--- src/rtl/bp_fe_pred_update_sched_pkg.sv ---
// Shared types for the front-end predictor update scheduler.
`ifndef BP_FE_PRED_UPDATE_SCHED_PKG_SV
`define BP_FE_PRED_UPDATE_SCHED_PKG_SV

// One table update: holding register, FIFO entry and write-port payload.
`define BP_FE_DECLARE_PRED_UPDATE_S(idx_mp, tag_mp, tgt_mp) \
  typedef struct packed {                                   \
    logic                clr;                               \
    logic                jmp;                               \
    logic [idx_mp-1:0]   idx;                               \
    logic [tag_mp-1:0]   tag;                               \
    logic [tgt_mp-1:0]   tgt;                               \
  } bp_fe_pred_update_s

package bp_fe_pred_update_sched_pkg;

  typedef enum logic [1:0] {
    e_reset,
    e_init,
    e_run
  } bp_fe_pred_update_sched_state_e;

  // Pointer width for a FIFO of the given depth; never below one bit.
  function automatic int unsigned ptr_width(input int unsigned els);
    return (els > 1) ? $clog2(els) : 1;
  endfunction

endpackage

`endif

--- src/rtl/bp_fe_pred_update_sched_fifo.sv ---
// Circular attaboy FIFO with per-entry valid bits and a parallel idx kill.
module bp_fe_pred_update_sched_fifo
  import bp_fe_pred_update_sched_pkg::*;
#(
  parameter int unsigned idx_width_p   = 6,
  parameter int unsigned tag_width_p   = 9,
  parameter int unsigned tgt_width_p   = 39,
  parameter int unsigned fifo_els_p    = 4,
  parameter int unsigned entry_width_p = 2 + idx_width_p + tag_width_p + tgt_width_p
) (
  input  logic                     clk_i,
  input  logic                     reset_n_i,
  input  logic                     enq_v_i,
  input  logic [entry_width_p-1:0] enq_data_i,
  input  logic                     deq_i,
  input  logic                     kill_v_i,
  input  logic [idx_width_p-1:0]   kill_idx_i,
  output logic [entry_width_p-1:0] head_o,
  output logic                     head_v_o,
  output logic                     head_dead_o,
  output logic                     full_o
);

  localparam int unsigned ptr_width_lp = ptr_width(fifo_els_p);
  localparam int unsigned cnt_width_lp = ptr_width_lp + 1;

  `BP_FE_DECLARE_PRED_UPDATE_S(idx_width_p, tag_width_p, tgt_width_p);

  bp_fe_pred_update_s      mem_q [fifo_els_p];
  bp_fe_pred_update_s      enq_s;
  logic [fifo_els_p-1:0]   v_q, v_n;
  logic [ptr_width_lp-1:0] head_q, tail_q;
  logic [cnt_width_lp-1:0] cnt_q;
  logic                    empty, enq, deq;

  assign enq_s       = enq_data_i;
  assign empty       = (cnt_q == '0);
  assign full_o      = (cnt_q == cnt_width_lp'(fifo_els_p));
  assign enq         = enq_v_i & ~full_o;
  assign deq         = deq_i & ~empty;
  assign head_o      = mem_q[head_q];
  assign head_v_o    = ~empty & v_q[head_q];
  assign head_dead_o = ~empty & ~v_q[head_q];

  // Valid bits: kill matches first, then pop, then the new entry (never killed).
  always_comb begin
    v_n = v_q;
    for (int i = 0; i < int'(fifo_els_p); i++) begin
      if (kill_v_i && v_q[i] && (mem_q[i].idx == kill_idx_i)) v_n[i] = 1'b0;
    end
    if (deq) v_n[head_q] = 1'b0;
    if (enq) v_n[tail_q] = 1'b1;
  end

  // Pointers, occupancy and valid bits.
  always_ff @(posedge clk_i or negedge reset_n_i) begin
    if (!reset_n_i) begin
      v_q    <= '0;
      head_q <= '0;
      tail_q <= '0;
      cnt_q  <= '0;
    end else begin
      v_q <= v_n;
      if (enq) tail_q <= tail_q + 1'b1;
      if (deq) head_q <= head_q + 1'b1;
      if (enq && !deq)      cnt_q <= cnt_q + 1'b1;
      else if (!enq && deq) cnt_q <= cnt_q - 1'b1;
    end
  end

  // Payload storage; contents are qualified by the valid bits.
  always_ff @(posedge clk_i) begin
    if (enq) mem_q[tail_q] <= enq_s;
  end

endmodule

--- src/rtl/bp_fe_pred_update_sched.sv ---
// Write-port scheduler for the FE predictor tables: clear sweep, then
// redirect-priority arbitration over a buffered attaboy stream.
module bp_fe_pred_update_sched
  import bp_fe_pred_update_sched_pkg::*;
#(
  parameter int unsigned idx_width_p = 6,
  parameter int unsigned tag_width_p = 9,
  parameter int unsigned tgt_width_p = 39,
  parameter int unsigned fifo_els_p  = 4
) (
  input  logic                   clk_i,
  input  logic                   reset_n_i,
  output logic                   init_done_o,
  input  logic                   redir_v_i,
  output logic                   redir_ready_and_o,
  input  logic                   redir_clr_i,
  input  logic                   redir_jmp_i,
  input  logic [idx_width_p-1:0] redir_idx_i,
  input  logic [tag_width_p-1:0] redir_tag_i,
  input  logic [tgt_width_p-1:0] redir_tgt_i,
  input  logic                   attaboy_v_i,
  output logic                   attaboy_ready_and_o,
  input  logic                   attaboy_jmp_i,
  input  logic [idx_width_p-1:0] attaboy_idx_i,
  input  logic [tag_width_p-1:0] attaboy_tag_i,
  input  logic [tgt_width_p-1:0] attaboy_tgt_i,
  output logic                   w_v_o,
  output logic                   w_clr_o,
  output logic                   w_jmp_o,
  output logic [idx_width_p-1:0] w_idx_o,
  output logic [tag_width_p-1:0] w_tag_o,
  output logic [tgt_width_p-1:0] w_tgt_o,
  input  logic                   w_yumi_i
);

  `BP_FE_DECLARE_PRED_UPDATE_S(idx_width_p, tag_width_p, tgt_width_p);

  localparam int unsigned entry_width_lp = $bits(bp_fe_pred_update_s);

  bp_fe_pred_update_sched_state_e state_q, state_n;
  logic [idx_width_p-1:0]         cnt_q, cnt_n;
  logic                           held_q;
  bp_fe_pred_update_s             held_data_q;
  bp_fe_pred_update_s             redir_s, attaboy_s, head_s, w_s;
  logic                           w_v_c, redir_ready_c, attaboy_ready_c;
  logic                           held_yumi, fifo_deq;
  logic                           redir_accept, attaboy_accept;
  logic                           head_v, head_dead, fifo_full;

  assign redir_s = '{clr: redir_clr_i, jmp: redir_jmp_i, idx: redir_idx_i,
                     tag: redir_tag_i, tgt: redir_tgt_i};
  assign attaboy_s = '{clr: 1'b0, jmp: attaboy_jmp_i, idx: attaboy_idx_i,
                       tag: attaboy_tag_i, tgt: attaboy_tgt_i};

  assign redir_accept   = redir_v_i & redir_ready_c;
  assign attaboy_accept = attaboy_v_i & attaboy_ready_c;

  // State and sweep counter.
  always_ff @(posedge clk_i or negedge reset_n_i) begin
    if (!reset_n_i) begin
      state_q <= e_reset;
      cnt_q   <= '0;
    end else begin
      state_q <= state_n;
      cnt_q   <= cnt_n;
    end
  end

  // Next state, sweep advance, write-port select and handshakes.
  always_comb begin
    state_n         = state_q;
    cnt_n           = cnt_q;
    w_v_c           = 1'b0;
    w_s             = '0;
    redir_ready_c   = 1'b0;
    attaboy_ready_c = 1'b0;
    held_yumi       = 1'b0;
    fifo_deq        = 1'b0;
    case (state_q)
      e_reset: begin
        state_n = e_init;
      end
      e_init: begin
        w_v_c   = 1'b1;
        w_s.clr = 1'b1;
        w_s.idx = cnt_q;
        if (w_yumi_i) begin
          cnt_n = cnt_q + 1'b1;
          if (cnt_q == '1) state_n = e_run;
        end
      end
      e_run: begin
        attaboy_ready_c = ~fifo_full;
        if (held_q) begin
          w_v_c     = 1'b1;
          w_s       = held_data_q;
          held_yumi = w_yumi_i;
        end else if (head_v) begin
          w_v_c    = 1'b1;
          w_s      = head_s;
          w_s.clr  = 1'b0;
          fifo_deq = w_yumi_i;
        end
        // Killed heads drain one per cycle without using the write port.
        if (head_dead) fifo_deq = 1'b1;
        redir_ready_c = ~held_q | held_yumi;
      end
      default: begin
        state_n = e_reset;
      end
    endcase
  end

  // One-entry redirect holding register; refills in the cycle it drains.
  always_ff @(posedge clk_i or negedge reset_n_i) begin
    if (!reset_n_i) begin
      held_q      <= 1'b0;
      held_data_q <= '0;
    end else if (redir_accept) begin
      held_q      <= 1'b1;
      held_data_q <= redir_s;
    end else if (held_yumi) begin
      held_q      <= 1'b0;
    end
  end

  bp_fe_pred_update_sched_fifo #(
    .idx_width_p  (idx_width_p),
    .tag_width_p  (tag_width_p),
    .tgt_width_p  (tgt_width_p),
    .fifo_els_p   (fifo_els_p),
    .entry_width_p(entry_width_lp)
  ) attaboy_fifo (
    .clk_i      (clk_i),
    .reset_n_i  (reset_n_i),
    .enq_v_i    (attaboy_accept),
    .enq_data_i (attaboy_s),
    .deq_i      (fifo_deq),
    .kill_v_i   (redir_accept),
    .kill_idx_i (redir_idx_i),
    .head_o     (head_s),
    .head_v_o   (head_v),
    .head_dead_o(head_dead),
    .full_o     (fifo_full)
  );

  assign init_done_o         = (state_q == e_run);
  assign redir_ready_and_o   = redir_ready_c;
  assign attaboy_ready_and_o = attaboy_ready_c;
  assign w_v_o               = w_v_c;
  assign w_clr_o             = w_s.clr;
  assign w_jmp_o             = w_s.jmp;
  assign w_idx_o             = w_s.idx;
  assign w_tag_o             = w_s.tag;
  assign w_tgt_o             = w_s.tgt;

endmodule

--- config.mk ---
export PLATFORM = sky130hd
export DESIGN_NAME = bp_fe_pred_update_sched
export DESIGN_NICKNAME = d
export VERILOG_FILES = /design/src/rtl/bp_fe_pred_update_sched_pkg.sv /design/src/rtl/bp_fe_pred_update_sched_fifo.sv /design/src/rtl/bp_fe_pred_update_sched.sv
export SDC_FILE = /design/constraint.sdc
export NUM_CORES = 1
export LEC_CHECK = 0
export BUFFER_PORTS_ARGS = -buffer_cell sky130_fd_sc_hd__buf_2
export CORE_MARGIN = 2
export CORE_UTILIZATION = 50
export CTS_CLUSTER_DIAMETER = 120
export DETAILED_ROUTE_END_ITERATION = 8
export MAX_ROUTING_LAYER = met4
export PLACE_DENSITY = 0.67
export REMOVE_ABC_BUFFERS = 1
export SYNTH_ARGS = -nofsm -noshare
export SYNTH_HDL_FRONTEND = slang
export SYNTH_SLANG_ARGS = --single-unit
export TNS_END_PERCENT = 20
--- constraint.sdc ---
create_clock -name clk_i -period 3.95 [get_ports clk_i]
set_input_delay 0.79 -clock clk_i [delete_from_list [all_inputs] [get_ports clk_i]]
set_output_delay 0.79 -clock clk_i [all_outputs]
set_load 0.02 [all_outputs]
### Word level (Yosys, flattened, before mapping)

Memories as Yosys holds them, arrays and structs flattened.
Cells that the tools add are included.

| storage, ports and cells | value |
|---|---|
| register bits after elaboration | 76 |
| RAM bits | 220 |
| memories kept | 1 |

Memories:

| name | words | bits a word | read ports | clocked after Yosys merged registers in | wr ports | line | text |
|---|---|---|---|---|---|---|---|
| attaboy_fifo.mem_q | 4 | 55 | 5 | 0 | 1 | bp_fe_pred_update_sched_fifo.sv:29 | `bp_fe_pred_update_s mem_q [fifo_els_p];` |

| operators by class | value |
|---|---|
| add/sub/neg operators | 5 |
| $lt $le $gt $ge | 4 |
| eq/ne operators | 10 |
| mux-type cells | 39 |
| bitwise logic cells | 15 |
| reduce and logical (&&, ||, !) cells | 20 |

Operator list:

| kind | number |
|---|---|
| $mux 56 | 1 |
| $mux 55 | 1 |
| $mux 48 | 1 |
| $eq 6x6->1 | 4 |
| $mux 1 | 23 |
| $logic_and 1x1->1 | 12 |
| $pmux 6 s2 | 1 |
| $mux 4 | 2 |
| $add 6x1->6 const B | 1 |
| $and 1x1->1 | 6 |
| $eq 6x6->1 const B | 1 |
| $lt 2x3->1 const B | 2 |
| $mux 3 | 2 |
| $pmux 2 s3 | 1 |
| $not 1->1 | 5 |
| $add 2x1->2 const B | 2 |
| $and 4x4->4 | 1 |
| $demux 1 s2 | 2 |
| $ge 2x1->1 const B | 2 |
| $mux 2 | 2 |
| $ne 2x2->1 const B | 2 |
| $not 4->4 | 1 |
| $or 4x4->4 | 1 |
| $pmux 1 s2 | 2 |
| other kinds (13) | 15 |

### Longest topological paths before layout

Gate-level depths: netlist of the first run.

| logic depth | value |
|---|---|
| depth after elaboration | 12 |
| gate-level depth with buffers | 11 |

### Cells and area by module

From an unflattened synthesis of the first run, not the netlist that was laid out.

| second synthesis, totals | value |
|---|---|
| cell total of the unflattened synthesis | 642 |
| area, all modules | 12394.4 µm² |

Modules (own cells, without submodules):

| module | instances | cells each | area an instance (µm²) | seq. area each (µm²) |
|---|---|---|---|---|
| bp_fe_pred_update_sched_fifo | 1 | 389 | 9049.9 | 7001.7 |
| bp_fe_pred_update_sched | 1 | 253 | 3344.5 | 1626.6 |

### Worst setup path before layout of the first run

Ideal clock, no wire load.

| timing | value |
|---|---|
| kind | register -> register |
| from | register state_q[0] |
| to | memory attaboy_fifo.mem_q[0][0] (netlist bit), enable pin |
| arrival | 3.069 ns |
| slack | 0.461 ns |
| stages on the path, launching flop included | 5 |
| buffers on the path | 0 |
| cells stage by stage | dfrtp_1 inv_1 ha_1 a21boi_0 and3_1 |

| on the way | value |
|---|---|
| cells in the longest elaborated chain, start to end | 6 |

Ends and longest elaborated chain:

| what | line | text |
|---|---|---|
| start, declared | bp_fe_pred_update_sched.sv:40 | `bp_fe_pred_update_sched_state_e state_q, state_n;` |
| start signal, assigned | bp_fe_pred_update_sched.sv:61 | `state_q <= e_reset;` |
| start signal, assigned | bp_fe_pred_update_sched.sv:64 | `state_q <= state_n;` |
| $eq 2x2->1 | -- |  |
| named net init_done_o | bp_fe_pred_update_sched.sv:13 | `output logic init_done_o,` |
| $mux 1 | bp_fe_pred_update_sched.sv:79 | `case (state_q)` |
| named net attaboy_ready_and_o | bp_fe_pred_update_sched.sv:22 | `output logic attaboy_ready_and_o,` |
| $and 1x1->1 | bp_fe_pred_update_sched.sv:56 | `assign attaboy_accept = attaboy_v_i & attaboy_ready_c;` |
| $and 1x1->1 | bp_fe_pred_update_sched_fifo.sv:39 | `assign enq = enq_v_i & ~full_o;` |
| $mux 1 | bp_fe_pred_update_sched_fifo.sv:73 | `if (enq) mem_q[tail_q] <= enq_s;` |
| $mux 1 (implied by the code) | bp_fe_pred_update_sched_fifo.sv:73 |  |
| end, declared | bp_fe_pred_update_sched_fifo.sv:29 |  |

The timed path passes the listed nets, and every way through them passes these cells.

### Final worst setup path of the first run

| timing | value |
|---|---|
| from | register state_q[0] |
| to | output port w_tgt_o[2] |

| on the way | value |
|---|---|
| cells in the longest elaborated chain, start to end | 2 |

Ends and longest elaborated chain:

| what | line | text |
|---|---|---|
| $eq 2x2->1 | bp_fe_pred_update_sched.sv:79 |  |
| $mux 48 | bp_fe_pred_update_sched.sv:79 |  |
| end, declared | bp_fe_pred_update_sched.sv:32 | `output logic [tgt_width_p-1:0] w_tgt_o,` |

Every way passes these cells.

==> results of run 1 <==
through the flow:
stage	utilization	total power [µW]	TNS [ns]
after floorplan	-	3706	-73.51
after global placement	0.5631	3856	0
after detailed placement	0.5631	3884	0
after CTS	0.6084	6855	0
after global routing	0.6092	7038	0
final	0.6092	6793	0
layout make-up:
| type | instances | area share |
|---|---|---|
| sequential | 296 | 0.5954 |
| tap | 319 | 0.02791 |
| antenna | 6 | 0.001050 |
| inverter | 11 | 0.002888 |
| multi-input combinational | 278 | 0.2278 |
| clock buffer | 36 | 0.05697 |
| clock inverter | 22 | 0.01741 |
| timing repair buffer | 187 | 0.07062 |
synthesized netlist by cell type, drive strengths merged:
cell type  instances
edfxtp           220
dfrtp             76
mux2              60
mux4              56
a22o              49
xnor2             23
buf               20
clkbuf            17
ha                13
inv               11
xor2              11
nand2             10
nor2               8
and3               7
a21oi              4
a222oi             4
a31o               4
nand3              4
nand4              4
or4                4
a21boi             2
a221oi             2
a22oi              2
and2               2
o21ai              2
and4               1
fa                 1
nand2b             1
o211ai             1
o21a               1
o22a               1
o31a               1
power groups by stage:
stage	logic, µW	clock network [µW]	registers [µW]
finish	376	2970	3450
global route	418	3160	3460
CTS	374	3030	3450
floorplan	207	0	3500
detailed placement	373	0	3510
global placement	348	0	3510
registers in the layout (all words and copies together) (netlist names):
| signal | count |
|---|---|
| held_data_q | 56 |
| held_q | 1 |
| attaboy_fifo.v_q | 4 |
| attaboy_fifo.tail_q | 2 |
| cnt_q | 6 |
| attaboy_fifo.cnt_q | 3 |
| state_q | 2 |
| attaboy_fifo.head_q | 2 |
| attaboy_fifo.mem_q | 220 |
worst paths after layout:
path,slack [ns],to,cells after the start,startpoint
worst max-delay path,0.23,w_tgt_o[2],7,state_q[0]
worst min-delay path,0.42,held_data_q[39],1,reset_n_i
worst max register to register,1.00,attaboy_fifo.cnt_q[2],10,state_q[0]
worst min register to register,0.50,attaboy_fifo.v_q[1],1,attaboy_fifo.v_q[1]
max in group asynchronous,2.77,attaboy_fifo.head_q[0],1,reset_n_i
min in group clk_i,0.45,attaboy_fifo.mem_q[2][10],1,attaboy_tgt_i[10]
kinds of logic after synthesis:
group                      count (synthesis)
xor gates and xnor gates                  34
and+or+nand+nor                           41
DFF                                      296
AOI/OAI and AO/OA                         73
buffers and inverters                     48
adders and majority gates                 14
muxes                                    116
metal layers:
metal,share of wire,track usage,vias up
met4,0.022,0.05671,0
met2,0.49,0.3222,212
li1,-,-,2866
met1,0.42,0.2636,3349
met3,0.066,0.04624,40
met5,0,-,-
==> impl_metrics.py, run 1 <==
metrics = {
    "outcome": {
        "outcome": "complete, no violations",
    },
    "setup_path": {
        "path_class": "reg -> out",
        "cp_max_fo": 32,
        "start_kind": "register",
        "crit_path_top_delay_cell": "and3_2",
        "critPathRequiredTime_ns": 3.16,
        "crit_family": "buffers and inverters",
        "end_kind": "output port",
        "crit_buf_inv": 3,
        "cp.arrival_ns": 2.93,
        "slowest_delay_ns": 0.54,
        "crit_path_cell_trace": "inv_1, ha_1, o31a_1, and3_2, buf_6, a22o_1, buf_2",
    },
    "floorplan": {
        "die_w_um": 158.7,
        "io_pins": 176,
        "die_area_um2": 25200,
        "num_rows": 56,
        "die_h_um": 158.7,
        "initial_core_util": 0.5100,
        "coreArea_um2": 23470,
    },
    "finish": {
        "drive_above_1_share": 0.4398,
        "final_common_cell": "edfxtp_1",
        "final_nets": 935,
        "seqCellArea_um2": 8513,
        "multiInputGateArea_um2": 3257,
        "mostFrequentLayoutCells": "edfxtp_1 (220), buf_2 (174), dfrtp_1 (74)",
        "final_cell_area_um2": 14300,
        "instances_no_fill": 1155,
        "area_growth_pct": 19.44,
        "fill_cells": 1734,
    },
    "power_and_ir_drop": {
        "p_leak_uw": 0.005739,
        "ir_drop_mv": 0.3783,
        "pwr-share-clk": 0.437,
        "power_frac_seq": 0.508,
        "pwr-share-comb": 0.055,
        "p_int_uw": 5360,
        "p_sw_frac": 0.2109,
        "switching_power_uw": 1433,
        "p_per_area_nw_per_um2": 475.1,
    },
    "synth": {
        "synth_top_family_by_area": "multiplexers",
        "synth-seq-cells": 296,
        "synthAdderAreaFrac": 0.01526,
        "synthTopCellsByArea": "edfxtp_1 (55%), dfrtp_1 (16%), mux4_2 (11%)",
        "avgSynthCellArea_um2": 19.25,
        "ys_seq_area_frac": 0.7107,
        "synthDistinctLibCells": 36,
        "synth_top_area_frac": 0.5518,
        "syn-instance-count": 622,
        "synth_compound_area_frac": 0.05163,
        "yosys.area_share.simple": 0.01787,
        "syn_area_um2": 11970,
        "ys_warn_count": 0,
        "synth_top_area_cell": "edfxtp_1",
        "synth.area.mux_share": 0.1618,
        "synth-xor-area-share": 0.02487,
    },
    "run": {
        "max_cap_viol_count": 0,
    },
    "clock_network": {
        "cts_sinks": 296,
        "cts_tree": "yes",
        "hold_buffers": 0,
        "cts_setup_buffers": 0,
        "cts_root_buffer": "clkbuf_16",
        "cts_max_level": 1,
        "clkTransAtPathRegs_ns": 0.07,
        "clk_latency_ns": 0.56,
        "cts_made_buffers": 31,
        "ctsResizeCount": 0,
        "cts_buffer_depth": 3,
    },
    "grt": {
        "antenna_found_initial": 6,
        "grt_max_degree": 77,
        "grt-ovfl-total": 0,
        "grt_pass1_wl_um": 38690,
        "grtUsageTotal": 0.2019,
        "grt_pass1_vias": 6946,
    },
    "timing": {
        "setup_ws_ns": 0.2311,
        "hold_violations": 0,
        "finClkSkew_ns": 0.02245,
        "setup_violations": 0,
        "max_freq_ghz": 0.2689,
        "hold_slack_ns": 0.4164,
        "finalCritPeriodShare": 0.9415,
        "slew_headroom": 0.3237,
        "tightest_slew_ns": 1.014,
        "slew_violations": 0,
        "rsz0062_at_grt": "false",
        "final.min_clock_period_ns": 3.719,
    },
    "routing": {
        "vias": 6467,
        "wirelength_um": 24330,
        "post_drt_via_cell_ratio": 5.599,
        "drt_first_pass_iters": 6,
        "ant_nets": 0,
        "drc": 0,
        "drt-wirelength-per-cell_um": 21.06,
        "first_iter_violations": 541,
    },
    "place": {
        "io_buffers": 175,
        "dp_cells": 1091,
        "pre_cts_ws_ns": 0.7360,
        "placed_area_um2": 13220,
        "hpwlAfterDp_um": 14970,
        "gp_congestion": 0.8026,
    },
    "hold_path": {
        "hold_class": "in -> async",
    },
}
(Power assumes the default switching activity.)
==> run 2, diff against run 1 <==
- ABC_AREA: default -> 1
==> run 2 against run 1 <==
  * Total power grew 54%
  * Non-clock buffer count grew 5
  * Sequential share of layout area shrank 2.3 points
  * Die area grew 5.2%
  * Global-route usage grew 1.8 points
  * First-iteration DRC count grew 3.9%
  * Hold slack lost 0.011 ns
  * Routed wire length grew 17%
  * Setup slack gained 0.21 ns
  * Largest power group unchanged
  * Highest routed layer unchanged
==> impl_metrics.py, run 2 <==
metrics = {
    "clock_network": {
        "hold_buffers": 0,
        "ctsResizeCount": 0,
        "cts_max_level": 1,
        "cts_made_buffers": 31,
        "cts_sinks": 296,
        "cts_setup_buffers": 0,
        "clk_latency_ns": 0.56,
        "cts_tree": "yes",
        "cts_root_buffer": "clkbuf_16",
        "cts_buffer_depth": 3,
        "clkTransAtPathRegs_ns": 0.06,
    },
    "floorplan": {
        "die_h_um": 162.8,
        "initial_core_util": 0.5052,
        "die_area_um2": 26510,
        "coreArea_um2": 24960,
        "io_pins": 176,
        "num_rows": 58,
        "die_w_um": 162.8,
    },
    "routing": {
        "vias": 8503,
        "drt-wirelength-per-cell_um": 17.58,
        "wirelength_um": 28340,
        "drt_first_pass_iters": 5,
        "met3_length_um": 1686,
        "ant_nets": 0,
        "wl_met2_um": 13610,
        "drc": 0,
        "first_iter_violations": 562,
        "highest_layer": "met4",
        "m1WireLength_um": 12530,
        "post_drt_via_cell_ratio": 5.275,
    },
    "setup_path": {
        "critPathRequiredTime_ns": 3.16,
        "end_kind": "output port",
        "cp_max_fo": 64,
        "cp.arrival_ns": 2.72,
        "path_class": "reg -> out",
        "start_kind": "register",
    },
    "timing": {
        "final.min_clock_period_ns": 3.511,
        "tightest_slew_ns": 1.027,
        "finClkSkew_ns": 0.01005,
        "setup_violations": 0,
        "slew_violations": 0,
        "rsz0062_at_grt": "false",
        "max_freq_ghz": 0.2848,
        "hold_violations": 0,
        "tns_ns": 0,
        "slew_headroom": 0.3157,
        "finalCritPeriodShare": 0.8888,
    },
    "run": {
        "max_cap_viol_count": 0,
    },
    "grt": {
        "grt-ovfl-total": 0,
        "grt_pass1_wl_um": 44670,
        "grt_max_degree": 77,
        "grt_pass1_vias": 8543,
        "grtUsageTotal": 0.2195,
        "antenna_found_initial": 6,
    },
    "synth": {
        "async_flop_share": 0.2568,
        "synth_flop_cell": "edfxtp_1",
        "syn_area_um2": 12610,
        "synth_top_area_frac": 0.5238,
        "synth-seq-cells": 296,
        "ys_seq_area_frac": 0.6746,
        "ys_warn_count": 0,
        "syn-instance-count": 1086,
        "synthTopCellsByArea": "edfxtp_1 (52%), dfrtp_1 (15%), nand2_1 (6.3%)",
        "synth_common_cells": "edfxtp_1 (220), nand2_1 (211), o21ai_0 (139), nor2_1 (128), dfrtp_1 (76)",
        "synth_edf_count": 220,
        "synth_top_area_cell": "edfxtp_1",
        "synth.most_common_cell": "edfxtp_1",
        "avgSynthCellArea_um2": 11.61,
        "synthDistinctLibCells": 31,
    },
    "place": {
        "dp_cells": 1548,
        "hpwlAfterDp_um": 17170,
        "placed_area_um2": 13770,
        "io_buffers": 175,
        "gp_congestion": 0.8840,
    },
    "outcome": {
        "outcome": "complete, no violations",
    },
    "finish": {
        "instances_no_fill": 1612,
        "reg_top3": "attaboy_fifo.mem_q x220, held_data_q x56, cnt_q x6",
        "area_growth_pct": 17.87,
        "largest_reg_flops": 220,
        "final_nets": 1381,
        "drive_above_1_share": 0.2437,
        "mostFrequentLayoutCells": "edfxtp_1 (220), nand2_1 (211), buf_2 (174)",
        "final_common_cell": "edfxtp_1",
        "final_cell_area_um2": 14870,
        "regMostFlops": "attaboy_fifo.mem_q",
        "fill_cells": 2042,
    },
    "hold_path": {
        "hold_class": "in -> async",
    },
    "power_and_ir_drop": {
        "p_leak_uw": 0.006004,
        "total_power_uw": 10430,
        "p_per_area_nw_per_um2": 701.8,
        "ir_drop_mv": 0.4407,
    },
}
## run 2: changes by cell type after synthesis, sizes merged, moves of 24 or more
cell,previous run,this run
nand2,10,212
o21ai,2,165
nor2,8,130
mux4,56,0
o22ai,0,49
a22o,49,2
inv,11,48
nand3,4,28
## run 2: logic make-up after synthesis
logic type,count (synthesis),synth area share
AO/OA/AOI/OAI,224,0.09524
multiplexers,52,0.05030
flip-flops,296,0.6746
AND/OR/NAND/NOR,380,0.1191
buffers and inverters,108,0.03790
XOR/XNOR,12,0.008333
adder cells (fa/ha/maj),14,0.01448
## run 2: critical path: stages (launching register included)
cell and delay, ns:
dfrtp_4 0.61, clkinv_2 0.12, buf_4 0.53, o21ai_0 0.21, o22ai_1 0.20, nand2_1 0.09
o21ai_0 0.17, buf_2 0.18
## run 2: cell type report
cell class	instances	area [µm²]	share of cell area
Antenna cell	6	15.01	0.001010
Inverter	48	181.4	0.01220
Clock inverter	14	166.4	0.01119
Multi-Input combinational cell	682	3631	0.2443
Tap cell	330	412.9	0.02778
Timing Repair Buffer	192	1031	0.06935
Sequential cell	296	8513	0.5727
Clock buffer	44	914.6	0.06153
## run 2: path summary, 6_finish.rpt
| kind | start | to | slack, ns | cells after the start |
|---|---|---|---|---|
| min in group clk_i | attaboy_tgt_i[33] | attaboy_fifo.mem_q[0][33] | 0.44 | 1 |
| max in group asynchronous | reset_n_i | attaboy_fifo.head_q[0] | 2.78 | 1 |
| worst min register to register | held_data_q[50] | held_data_q[50] | 0.49 | 2 |
| worst max register to register | state_q[0] | attaboy_fifo.mem_q[0][15] | 1.22 | 9 |
| worst min-delay path | reset_n_i | held_data_q[23] | 0.40 | 1 |
| worst max-delay path | attaboy_fifo.head_q[0] | w_tgt_o[17] | 0.44 | 7 |
## run 2: stage by stage
step / hold WS, ns / setup slack [ns] / utilization
after global placement: 0.4660 / 1.074 / 0.5516
after CTS: 0.4168 / 0.4065 / 0.5949
final: 0.4049 / 0.4393 / 0.5955
after detailed placement: 0.4753 / 1.004 / 0.5516
after global routing: 0.4276 / 0.2472 / 0.5955
after floorplan: 0.4529 / -1.005 / -
## run 2: power by group
part | leakage [µW] | internal, µW | total [µW] | switching (µW)
clock network | 0.000533 | 1810 | 3010 | 1200
registers | 0.00289 | 3880 | 4160 | 282
logic | 0.00258 | 1160 | 3260 | 2100
total | 0.00600 | 6850 | 10400 | 3580
## run 2: metal layers
metal	global-route usage	vias to the layer above
met4	0.05390	0
met2	0.3588	249
met5	-	-
li1	-	4134
met3	0.04023	38
met1	0.2871	4082
==> run 3, diff against run 2 <==
- BUFFER_PORTS_ARGS: -buffer_cell sky130_fd_sc_hd__buf_2 -> default
- DONT_BUFFER_PORTS: default -> 1
- PLACE_DENSITY: 0.67 -> 0.61
==> run 3 against run 2 <==
  * Via count shrank 4.6%
  * Combinational power about the same
  * Largest power group unchanged
  * Total power decreased by 0.92%
  * Global-route usage hardly changed
  * Sequential power about the same
  * Clock skew increased by 0.0052 ns
  * Clock-buffer cell count shrank 6
  * Critical path type unchanged
  * Cell count shrank 7.9%
  * Routed wire length up 0.40%
  * Maximum frequency shrank 2.0%
  * Clock power is 4% lower
==> impl_metrics.py, run 3 (same netlist as run 2, synthesis figures left out) <==
metrics = {
    "routing": {
        "first_iter_violations": 694,
        "post_drt_via_cell_ratio": 5.468,
        "drt_first_pass_iters": 5,
        "vias": 8115,
        "wirelength_um": 28450,
        "ant_nets": 0,
        "drt-wirelength-per-cell_um": 19.17,
        "drc": 0,
    },
    "setup_path": {
        "cp.arrival_ns": 2.79,
        "crit_path_cell_trace": "inv_1, ha_1, nand2_1, inv_2, buf_4, nand2_1, o21ai_1, buf_4",
        "cp_max_fo": 30,
        "crit_family": "buffers and inverters",
        "crit_buf_inv": 4,
        "end_kind": "output port",
        "critPathRequiredTime_ns": 3.16,
        "start_kind": "register",
        "path_class": "reg -> out",
        "slowest_delay_ns": 0.47,
        "crit_path_top_delay_cell": "inv_2",
    },
    "finish": {
        "area_growth_pct": 13.80,
        "final_common_cell": "edfxtp_1",
        "drive_above_1_share": 0.1612,
        "mostFrequentLayoutCells": "edfxtp_1 (220), nand2_1 (211), o21ai_0 (139)",
        "diodes": 0,
        "fill_cells": 2070,
        "largest_reg_flops": 220,
        "final_nets": 1260,
        "regMostFlops": "attaboy_fifo.mem_q",
        "fin_util": 0.5749,
        "reg_top3": "attaboy_fifo.mem_q x220, held_data_q x56, cnt_q x6",
    },
    "grt": {
        "grt_max_degree": 112,
        "grt_pass1_vias": 7935,
        "grt-ovfl-total": 0,
        "antenna_found_initial": 0,
        "grtUsageTotal": 0.2196,
        "grt_pass1_wl_um": 43980,
    },
    "power_and_ir_drop": {
        "ir_drop_mv": 0.4385,
        "power_frac_seq": 0.405,
        "p_per_area_nw_per_um2": 720.2,
        "p_sw_frac": 0.3409,
        "pwr-share-clk": 0.279,
        "switching_power_uw": 3524,
        "p_int_uw": 6813,
        "pwr-share-comb": 0.316,
        "p_leak_uw": 0.005503,
    },
    "clock_network": {
        "cts_made_buffers": 30,
        "clkTransAtPathRegs_ns": 0.06,
        "cts_buffer_depth": 3,
        "cts_max_level": 1,
        "clk_latency_ns": 0.55,
        "cts_tree": "yes",
        "cts_root_buffer": "clkbuf_16",
        "cts_sinks": 296,
    },
    "floorplan": {
        "coreArea_um2": 24960,
        "io_pins": 176,
        "die_h_um": 162.8,
        "die_w_um": 162.8,
        "num_rows": 58,
        "initial_core_util": 0.5052,
        "die_area_um2": 26510,
    },
    "place": {
        "io_buffers": 0,
        "gp_congestion": 0.8433,
        "hpwlAfterDp_um": 16880,
    },
    "timing": {
        "hold_violations": 0,
        "finalCritPeriodShare": 0.9072,
        "hold_slack_ns": 0.1547,
        "finClkSkew_ns": 0.01526,
        "slew_headroom": 0.3381,
        "tightest_slew_ns": 0.9929,
        "max_freq_ghz": 0.2791,
        "setup_violations": 0,
        "final.min_clock_period_ns": 3.583,
        "slew_violations": 0,
        "rsz0062_at_grt": "false",
    },
    "outcome": {
        "outcome": "complete, no violations",
    },
    "hold_path": {
        "hold_class": "in -> async",
    },
    "run": {
        "max_cap_viol_count": 0,
    },
}
[run 3: area by class of cell]
class	instances	area [µm²]	area share
Sequential cell	296	8513	0.5931
Multi-Input combinational cell	682	3631	0.2530
Clock buffer	38	822.0	0.05727
Timing Repair Buffer	72	598.1	0.04167
Tap cell	330	412.9	0.02877
Clock inverter	18	193.9	0.01351
Inverter	48	181.4	0.01264
[run 3: per-layer routing]
layer | up-vias | global-route usage | routed length, µm
met1 | 3933 | 0.2867 | 12170
met2 | 271 | 0.3615 | 13820
li1 | 3886 | - | -
met3 | 25 | 0.04915 | 2200
met4 | 0 | 0.03620 | 260
met5 | - | - | 0
[run 3: path summary, 6_finish.rpt]
path	cells after the start	slack, ns	start	to
worst max-delay path	8	0.37	state_q[0]	w_tag_o[3]
worst min-delay path	1	0.15	reset_n_i	held_data_q[20]
worst max register to register	9	0.95	state_q[0]	attaboy_fifo.mem_q[3][11]
worst min register to register	2	0.49	held_data_q[50]	held_data_q[50]
max in group asynchronous	1	3.44	reset_n_i	attaboy_fifo.head_q[0]
min in group clk_i	0	0.34	attaboy_tgt_i[6]	attaboy_fifo.mem_q[0][6]
[run 3: power groups by stage]
stage          clock network, µW  registers (µW)  logic (µW)
6_report                    2890            4190        3260
5_1_grt                     3060            4250        3640
4_1_cts                     2940            4190        3300
3_5_place_dp                   0            4250        3270
3_3_place_gp                   0            4230        3220
2_1_floorplan                  0            4260        2130
[run 3: through the flow]
| stage | TNS [ns] | cell area, µm² | worst slack [ns] | instances | power [µW] |
|---|---|---|---|---|---|
| after detailed placement | 0 | 13310 | 0.9165 | 1427 | 7515 |
| final | 0 | 14350 | 0.3667 | 1484 | 10340 |
| after floorplan | -52.39 | 12310 | -1.005 | 1026 | 6385 |
| after global routing | 0 | 14350 | 0.1469 | 1484 | 10950 |
| after global placement | 0 | 13310 | 0.9640 | 1427 | 7450 |
| after CTS | 0 | 14350 | 0.3168 | 1484 | 10430 |
[run 3: what timing repair did]
action,4_1_cts,5_1_grt
endpoints found under the setup margin,0,0
hold buffers,1,0
gates resized for setup,0,0
setup buffers,0,0
hold endpoints to repair,76,0
